<file path="src/rtl/tx_fifo.sv">
`default_nettype none
// ============================================================================
//  Module      : tx_fifo
//  Description : Transmit byte FIFO between the APB register block and the
//                I2C master. Rising edge of write_enable pushes a byte,
//                read_enable pops one into a registered data_out. Provides
//                full/empty, threshold flags, occupancy and sticky
//                overflow/underflow flags. Two synchronous flush inputs.
//  Revision    : 1.0 - initial release
// ============================================================================
module tx_fifo #(
    parameter int DATAWIDTH = 8,
    parameter int DEPTH     = 16,
    parameter int ADDRWIDTH = 4,
    parameter int AF_LEVEL  = 14,
    parameter int AE_LEVEL  = 2
) (
    input  logic                 PCLK,
    input  logic                 PRESETn,
    input  logic                 write_reset_n,
    input  logic                 read_reset_n,
    input  logic                 write_enable,
    input  logic [DATAWIDTH-1:0] data_in,
    input  logic                 read_enable,
    output logic [DATAWIDTH-1:0] data_out,
    output logic                 full,
    output logic                 empty,
    output logic                 almost_full,
    output logic                 almost_empty,
    output logic                 overflow,
    output logic                 underflow,
    output logic [ADDRWIDTH:0]   level
);

    localparam logic [ADDRWIDTH:0] c_DEPTH   = DEPTH[ADDRWIDTH:0];
    localparam logic [ADDRWIDTH:0] c_AF      = AF_LEVEL[ADDRWIDTH:0];
    localparam logic [ADDRWIDTH:0] c_AE      = AE_LEVEL[ADDRWIDTH:0];
    localparam logic [ADDRWIDTH:0] c_PTR_ONE = {{ADDRWIDTH{1'b0}}, 1'b1};

    logic [DATAWIDTH-1:0] r_mem [DEPTH];
    logic [ADDRWIDTH:0]   r_wr_ptr;
    logic [ADDRWIDTH:0]   r_rd_ptr;
    logic                 r_we_d;

    logic                 w_push;
    logic                 w_flush;
    logic                 w_is_empty;
    logic                 w_is_full;
    logic                 w_do_push;
    logic                 w_do_pop;
    logic                 w_ovf_set;
    logic                 w_unf_set;
    logic [ADDRWIDTH:0]   w_wr_ptr_nxt;
    logic [ADDRWIDTH:0]   w_rd_ptr_nxt;
    logic [ADDRWIDTH:0]   w_level_nxt;

    // Push is the rising edge of write_enable; either flush input empties the FIFO.
    // At full a simultaneous pop frees the slot the push lands in.
    always_comb begin
        w_push       = write_enable & ~r_we_d;
        w_flush      = ~write_reset_n | ~read_reset_n;
        w_is_empty   = (r_wr_ptr == r_rd_ptr);
        w_is_full    = (r_wr_ptr[ADDRWIDTH] != r_rd_ptr[ADDRWIDTH]) &&
                       (r_wr_ptr[ADDRWIDTH-1:0] == r_rd_ptr[ADDRWIDTH-1:0]);
        w_do_pop     = read_enable & ~w_flush & ~w_is_empty;
        w_do_push    = w_push & ~w_flush & (~w_is_full | w_do_pop);
        w_ovf_set    = w_push & ~w_flush & w_is_full & ~read_enable;
        w_unf_set    = read_enable & ~w_flush & w_is_empty;
        w_wr_ptr_nxt = r_wr_ptr;
        w_rd_ptr_nxt = r_rd_ptr;
        if (w_flush) begin
            w_wr_ptr_nxt = '0;
            w_rd_ptr_nxt = '0;
        end else begin
            if (w_do_push) w_wr_ptr_nxt = r_wr_ptr + c_PTR_ONE;
            if (w_do_pop)  w_rd_ptr_nxt = r_rd_ptr + c_PTR_ONE;
        end
        w_level_nxt  = w_wr_ptr_nxt - w_rd_ptr_nxt;
    end

    // Storage array; contents survive flushes and reset, only pointers move.
    always_ff @(posedge PCLK) begin
        if (w_do_push) r_mem[r_wr_ptr[ADDRWIDTH-1:0]] <= data_in;
    end

    // Pointers, edge-detect history, popped byte and all status flags,
    // registered from the post-edge occupancy so outputs never see inputs directly.
    always_ff @(posedge PCLK or negedge PRESETn) begin
        if (!PRESETn) begin
            r_wr_ptr     <= '0;
            r_rd_ptr     <= '0;
            r_we_d       <= 1'b0;
            data_out     <= '0;
            level        <= '0;
            full         <= 1'b0;
            empty        <= 1'b1;
            almost_full  <= 1'b0;
            almost_empty <= 1'b1;
            overflow     <= 1'b0;
            underflow    <= 1'b0;
        end else begin
            r_wr_ptr     <= w_wr_ptr_nxt;
            r_rd_ptr     <= w_rd_ptr_nxt;
            r_we_d       <= write_enable;
            level        <= w_level_nxt;
            full         <= (w_level_nxt == c_DEPTH);
            empty        <= (w_level_nxt == '0);
            almost_full  <= (w_level_nxt >= c_AF);
            almost_empty <= (w_level_nxt <= c_AE);

            if (!read_reset_n)  data_out <= '0;
            else if (w_do_pop)  data_out <= r_mem[r_rd_ptr[ADDRWIDTH-1:0]];

            if (!write_reset_n) overflow <= 1'b0;
            else if (w_ovf_set) overflow <= 1'b1;

            if (!read_reset_n)  underflow <= 1'b0;
            else if (w_unf_set) underflow <= 1'b1;
        end
    end

endmodule
`default_nettype wire
</file>
<file path="config.mk">
export PLATFORM = sky130hd
export DESIGN_NAME = tx_fifo
export DESIGN_NICKNAME = d
export VERILOG_FILES = /design/src/rtl/tx_fifo.sv
export SDC_FILE = /design/constraint.sdc
export NUM_CORES = 1
export LEC_CHECK = 0
export ABC_AREA = 0
export CAP_MARGIN = 25
export CELL_PAD_IN_SITES_DETAIL_PLACEMENT = 0
export CELL_PAD_IN_SITES_GLOBAL_PLACEMENT = 1
export CORE_MARGIN = 4
export CORE_UTILIZATION = 48
export CTS_BUF_LIST = sky130_fd_sc_hd__clkbuf_4 sky130_fd_sc_hd__clkbuf_8
export CTS_CLUSTER_SIZE = 8
export DETAILED_ROUTE_END_ITERATION = 16
export GPL_TIMING_DRIVEN = 0
export PLACE_DENSITY = 0.8
export SETUP_SLACK_MARGIN = 0.1
export SKIP_LAST_GASP = 1
export SLEW_MARGIN = 10
export SYNTH_ARGS = -nofsm -noshare
export SYNTH_HDL_FRONTEND = slang
export SYNTH_SLANG_ARGS = --single-unit
</file>
<file path="constraint.sdc">
create_clock -name PCLK -period 3 [get_ports PCLK]
set_input_delay 0.45 -clock PCLK [delete_from_list [all_inputs] [get_ports PCLK]]
set_output_delay 0.45 -clock PCLK [all_outputs]
set_load 0.005 [all_outputs]
</file>
* Yosys cells after proc, flatten, opt, wreduce, memory -nomap -nowiden
Memory sizes are Yosys's and may differ from the RTL's.
Index checks and enable logic that the tools add are counted.
** Word-level totals
- Flip-flop bits (word level) :: 30
- Memory bits (writable) :: 128
- Input bits :: 14
- Logic and storage cells :: 55
- Memories :: 1
** Memories
- r_mem :: words 16, bits a word 8, read ports 1, clocked after memory_dff 0, wr ports 1, line 40 : logic [DATAWIDTH-1:0] r_mem [DEPTH];
** Operators by class
- Add/subtract/negate cells :: 3
- $lt $le $gt $ge :: 2
- Eq/ne operators :: 7
- Muxes and demuxes :: 12
- Bitwise gates (word level) :: 17
- Reduce and logical (&&, ||, !) cells :: 2
** Operators by type and width (number)
- $mux 5 :: 4
- $mux 8 :: 2
- $add 5x1->5 const B :: 2
- $and 1x1->1 :: 8
- $not 1->1 :: 7
- $mux 1 :: 6
- $ne 2x1->1 const B :: 3
- $eq 5x5->1 :: 1
- $eq 5x5->1 const B :: 1
- $ge 5x4->1 const B :: 1
- $le 5x2->1 const B :: 1
- $logic_not 5->1 :: 1
- $sub 5x5->5 :: 1
- $eq 4x4->1 :: 1
- $or 1x1->1 :: 2
- $logic_and 1x1->1 :: 1
- $ne 1x1->1 :: 1

* Longest topological paths before layout
- Word-level depth :: 11
- Depth in mapped cells :: 15
- Gate-level depth less buffers :: 14

* Least setup slack after synthesis
Ideal clock, no wire load.
- Kind :: register -> register
- Start :: register r_rd_ptr[1]
- End :: register almost_full
- Setup time :: 0.124 ns
- Data arrival time :: 3.135 ns
- Required time :: 2.876 ns
- Setup slack :: -0.259 ns
- Cell stages (with the launch flop) :: 16
- Path buffers :: 1
- Clock period less this slack :: 3.259 ns
- Path through :: dfrtp_1 -> buf_4 -> xor2_1 -> nor4_4 -> and2_1 -> nor2_1 -> xnor2_1 -> nand2b_1 -> ha_1 -> fa_1 -> inv_1 -> a21oi_1 -> o21bai_1 -> xor2_1 -> inv_1 -> a211o_1
** On the way
- Cells in the longest elaborated chain, start to end :: 9
- Elaborated cells on any way between the ends :: 15
** RTL lines
- start, declared :: line 42 : logic [ADDRWIDTH:0] r_rd_ptr;
- start signal, assigned :: line 103 : r_rd_ptr <= w_rd_ptr_nxt;
- $eq 5x5->1 / $eq 4x4->1 (equally long branches) :: line 62, 64
- $not 1->1 / $logic_and 1x1->1 (equally long branches) :: line 65, 63
- $and 1x1->1 / $not 1->1 (equally long branches) :: line 65, 66
- $or 1x1->1 :: line 66 : w_do_push = w_push & ~w_flush & (~w_is_full | w_do_pop);
- $and 1x1->1 :: line 66
- $mux 5 :: line 75 : if (w_do_push) w_wr_ptr_nxt = r_wr_ptr + c_PTR_ONE;
- $mux 5 :: line 71 : if (w_flush) begin
- $sub 5x5->5 * :: line 78 : w_level_nxt = w_wr_ptr_nxt - w_rd_ptr_nxt;
- via w_level_nxt[4] :: line 55 : logic [ADDRWIDTH:0] w_level_nxt;
- $ge 5x4->1 * :: line 108 : almost_full <= (w_level_nxt >= c_AF);
- end signal, assigned :: line 108
- end, declared :: line 28 : output logic almost_full,
The timed path passes the listed nets; every way through them passes the cells marked *.
A chain may end at the register's enable or synchronous reset.

* Worst setup path in the final report
- Start :: register r_rd_ptr[0]
- End :: register almost_empty
** On the way
- Cells in the longest elaborated chain, start to end :: 9
- Elaborated cells on any way between the ends :: 15
** RTL lines
- $eq 5x5->1 / $eq 4x4->1 (equally long branches) :: line 62, 64
- $not 1->1 / $logic_and 1x1->1 (equally long branches) :: line 65, 63
- $and 1x1->1 / $not 1->1 (equally long branches) :: line 65, 66
- $or 1x1->1 :: line 66
- $and 1x1->1 :: line 66
- $mux 5 :: line 75
- $mux 5 :: line 71
- $sub 5x5->5 * :: line 78
- via w_level_nxt[4] :: line 55
- $le 5x2->1 * :: line 109 : almost_empty <= (w_level_nxt <= c_AE);
- end signal, assigned :: line 109
- end, declared :: line 29 : output logic almost_empty,
Marks and branches as above.

==> out/results.txt <==
The worst relative slew slack came out at 0.2841. Via density per instance: 5.576. The wire length per cell came out at 20.95 µm. The run finished, with violations left.

Yosys printed 0 warnings. The global-route total usage across every layer was 0.1815. The worst hold path belongs to the class in -> async. The most frequently used flop master after synthesis was sky130_fd_sc_hd__edfxtp_1. Number of placed I/O pins: 33.

The cell area that synthesis handed to floorplanning was 6491 µm². Measured along the x axis, the die boundary spans 124.3 µm. The share of the yosys chip area belonging to registers was 0.7082.

The largest individual stage delay along the critical path comes from the cell sky130_fd_sc_hd__dfrtp_1. The logs give 0 for the global-route congestion overflow total and 2 for the maximum count of clock buffers along a single path. The sum of routed wire length over all layers is 13.09 mm, and the final number of setup-violating endpoints is 4.

Synthesis produced a netlist with a net count of 389. The tools report the final critical-path setup slack as -0.1656 ns. Yosys mapped a number of flops with a built-in enable equal to 128. Input and output buffers added on the ports amount to 32. The tool flagged a number of max-cap violations equal to 0.

The first global-routing pass estimated 20.86 mm of wire. Before antenna repair, the detailed router went through 5 iterations. The root buffer cell is sky130_fd_sc_hd__clkbuf_8.

The number of rows created at floorplan is 42, and the mean instance size in the synthesized netlist is 17.78 µm². The later pin in the worst-skew pair is clocked with a latency of 0.45 ns. The finished layout holds 625 standard cells, fillers aside.

The async set-reset flop share out of synthesis came out at 0.1899. The number of antenna violations at the first check in global routing was 0. The net count of the finished layout is 460. The final reports fail on negative setup slack. For this block, the initial DRC count from the detailed router was 240. Area growth from synthesis to final layout: 20.43%. The largest net degree at the start of global routing was 31. Synthesis handed over a netlist of 365 instances.

STA classifies the critical path startpoint as a flip-flop. The largest driver fanout on the critical path came out at 4. Setup repair after global routing could not meet its margin everywhere. The placed cell count was 575; the detailed placer's ending HPWL was 8.514 mm. The library cell used most frequently in the layout, excluding fill and tap cells, is sky130_fd_sc_hd__edfxtp_1. The library cells used most frequently in the layout, excluding fill and tap cells, are sky130_fd_sc_hd__edfxtp_1 (128), sky130_fd_sc_hd__mux4_2 (40), sky130_fd_sc_hd__clkdlybuf4s50_1 (31). For the pin with the worst max-slew slack, the measured transition is 1.070 ns. For the post-route antenna net violation count, the log shows 0.

The multi-input logic area is 2001 µm², and the depth of the CTS H-tree is 4. The tools report the initial core utilization as 0.4902. At the worst endpoint, the required time is 3.37 ns. Delay contributed by the slowest stage of the critical path: 0.40 ns. The run gives 0 as the count of inserted antenna diode cells. The final core utilization was 0.5903. The worst setup path is captured at a flip-flop.

The core region is 13240 µm². The clock skew was 0.008806 ns; the number of global-route vias before repair was 3537. The count of pins over their slew limit is 0. The run gives 315.9 MHz as the fmax. For the remaining design rule violation count, the log shows 0. Start point of the critical path: r_rd_ptr[0]$_DFF_PN0_.

The sequential standard cell area was 4597 µm²; the count of clock tree sinks was 158. The fraction of final layout cells sized beyond drive strength 1 is 0.3096. The count of endpoints failing hold in the final timing report was 0; the reported leakage power was 2.694 nW. The die covers 15450 µm². The fraction of the cycle the final worst path needs is 1.055. For the number of fill cells, the log shows 999. Clock-pin slew was measured on the worst setup and hold paths at 0.08 ns. The floorplan step set the die height to 124.3 µm.

The number of vias in the routed layout is 3485, and the post-synthesis cell type count is 41. In this run the critical register-to-register path is launched from r_rd_ptr[0]$_DFF_PN0_. Areal power density over the cells: 511.3 nW/µm². TritonCTS built the clock tree.

Kind of critical path: reg -> reg. The smallest clock period supported by the final layout is computed as 3.166 ns. The critical path data arrival time is 3.53 ns.

The number of clock buffers added by TritonCTS is 17. For the worst-case vdd ir drop, the log shows 0.3386 mV. Traced cell by cell, the critical path runs through buf_6 -> xor2_2 -> nor4_4 -> and2_4 -> nor2_4 -> xnor2_1 -> nand2b_4 -> ha_4 -> fa_2 -> inv_2 -> a21oi_2 -> o21bai_1 -> xor2_1 -> inv_1 -> buf_4 -> a211oi_2. The congestion estimate from routability-driven global placement came to 0.7938.

After clock tree synthesis, the flow added hold-fix buffers numbering 0. In this run, synthesis produced a sequential element count of 158.
[where the power goes]
part           switching, mW  internal [mW]  leakage (nW)  total [mW]
Sequential           0.00222           2.37          1.56        2.38
Clock                  0.775          0.760         0.197        1.54
Combinational         0.0536         0.0309         0.938      0.0845
Total                  0.831           3.17          2.69        4.00
[registers in the layout, indices dropped and copies added, names as in the netlist]
register,count
data_out,8
almost_full,1
almost_empty,1
r_mem,128
level,5
overflow,1
r_wr_ptr,5
full,1
underflow,1
r_we_d,1
empty,1
r_rd_ptr,5
[cells by family after synthesis]
kind of cell	count (synthesis)	synth area share
DFF	158	0.7082
and+or+nand+nor	82	0.06091
muxes	41	0.1403
AOI/OAI and AO/OA	30	0.03103
buffers and inverters	28	0.01754
xor gates and xnor gates	16	0.02159
adders and majority gates	10	0.02043
[path summary, 6_finish.rpt]
path	depth (start not counted)	end	slack (ns)
setup / recovery	16	almost_empty$_DFF_PN1_	-0.17
hold reg to reg	2	underflow$_DFFE_PN0P_	0.53
setup reg to reg	16	almost_empty$_DFF_PN1_	-0.17
min in group PCLK	1	r_we_d$_DFF_PN0_	0.46
max in group asynchronous	1	r_wr_ptr[0]$_DFF_PN0_	2.52
hold / removal	1	level[1]$_DFF_PN0_	0.03
[synthesized netlist by cell type, types with 5 or more instances]
cell type / number / area share
sky130_fd_sc_hd__nand3_1: 5 / 0.0039
sky130_fd_sc_hd__ha_1: 9 / 0.017
sky130_fd_sc_hd__nor2_1: 21 / 0.012
sky130_fd_sc_hd__nand2_1: 31 / 0.018
sky130_fd_sc_hd__xnor2_1: 7 / 0.0094
sky130_fd_sc_hd__inv_1: 13 / 0.0075
sky130_fd_sc_hd__edfxtp_1: 128 / 0.59
sky130_fd_sc_hd__nand2b_1: 6 / 0.0058
sky130_fd_sc_hd__mux4_2: 40 / 0.14
sky130_fd_sc_hd__o21ai_0: 12 / 0.0093
sky130_fd_sc_hd__xor2_1: 9 / 0.012
sky130_fd_sc_hd__dfrtp_1: 28 / 0.11
sky130_fd_sc_hd__a21oi_1: 5 / 0.0039
sky130_fd_sc_hd__clkbuf_1: 8 / 0.0046
[routing by layer]
| metal | global-route usage | vias to the layer above | share of wire |
|---|---|---|---|
| met5 | 0 | - | 0 |
| met4 | 0.06190 | 0 | 0.017 |
| met3 | 0.04031 | 23 | 0.072 |
| met2 | 0.2802 | 111 | 0.49 |
| met1 | 0.2589 | 1789 | 0.42 |
| li1 | - | 1562 | - |
[timing repair]
action	4_1_cts	5_1_grt
gates resized for setup	34	12
pin swaps	17	9
setup buffers	17	2
setup endpoints to repair	8	8
[through the flow]
step / hold slack (ns) / total power [mW] / setup WS (ns) / instance area (µm²) / TNS (ns)
6_report: 0.02957 / 3.997 / -0.1656 / 7818 / -0.5010
5_1_grt: 0.06815 / 4.135 / -0.3289 / 7818 / -1.425
4_1_cts: 0.02918 / 4.033 / -0.1635 / 7754 / -0.4862
3_5_place_dp: 0.4940 / 2.505 / -1.184 / 7083 / -28.17
3_3_place_gp: 0.4700 / 2.501 / -1.140 / 7053 / -37.31
2_1_floorplan: 0.1544 / 2.444 / -0.08582 / 6513 / -0.08582
[final cells by class]
| class | instances | share of cell area |
|---|---|---|
| clock buffer | 19 | 0.03185 |
| timing repair buffer | 52 | 0.06050 |
| buffer | 15 | 0.01120 |
| tap | 176 | 0.02817 |
| clock inverter | 13 | 0.01809 |
| multi-input combinational | 179 | 0.2559 |
| inverter | 13 | 0.006242 |
| sequential | 158 | 0.5880 |
[critical path, delay by kind of cell, from the launching register on]
family                     cells  cell delay, ns
AOI/OAI and AO/OA              3            0.35
xor gates and xnor gates       3            0.55
DFF                            1            0.40
and+or+nand+nor                4            0.82
buffers and inverters          4            0.45
adders and majority gates      2            0.52
No activity file was read; power rests on OpenSTA's default activity.
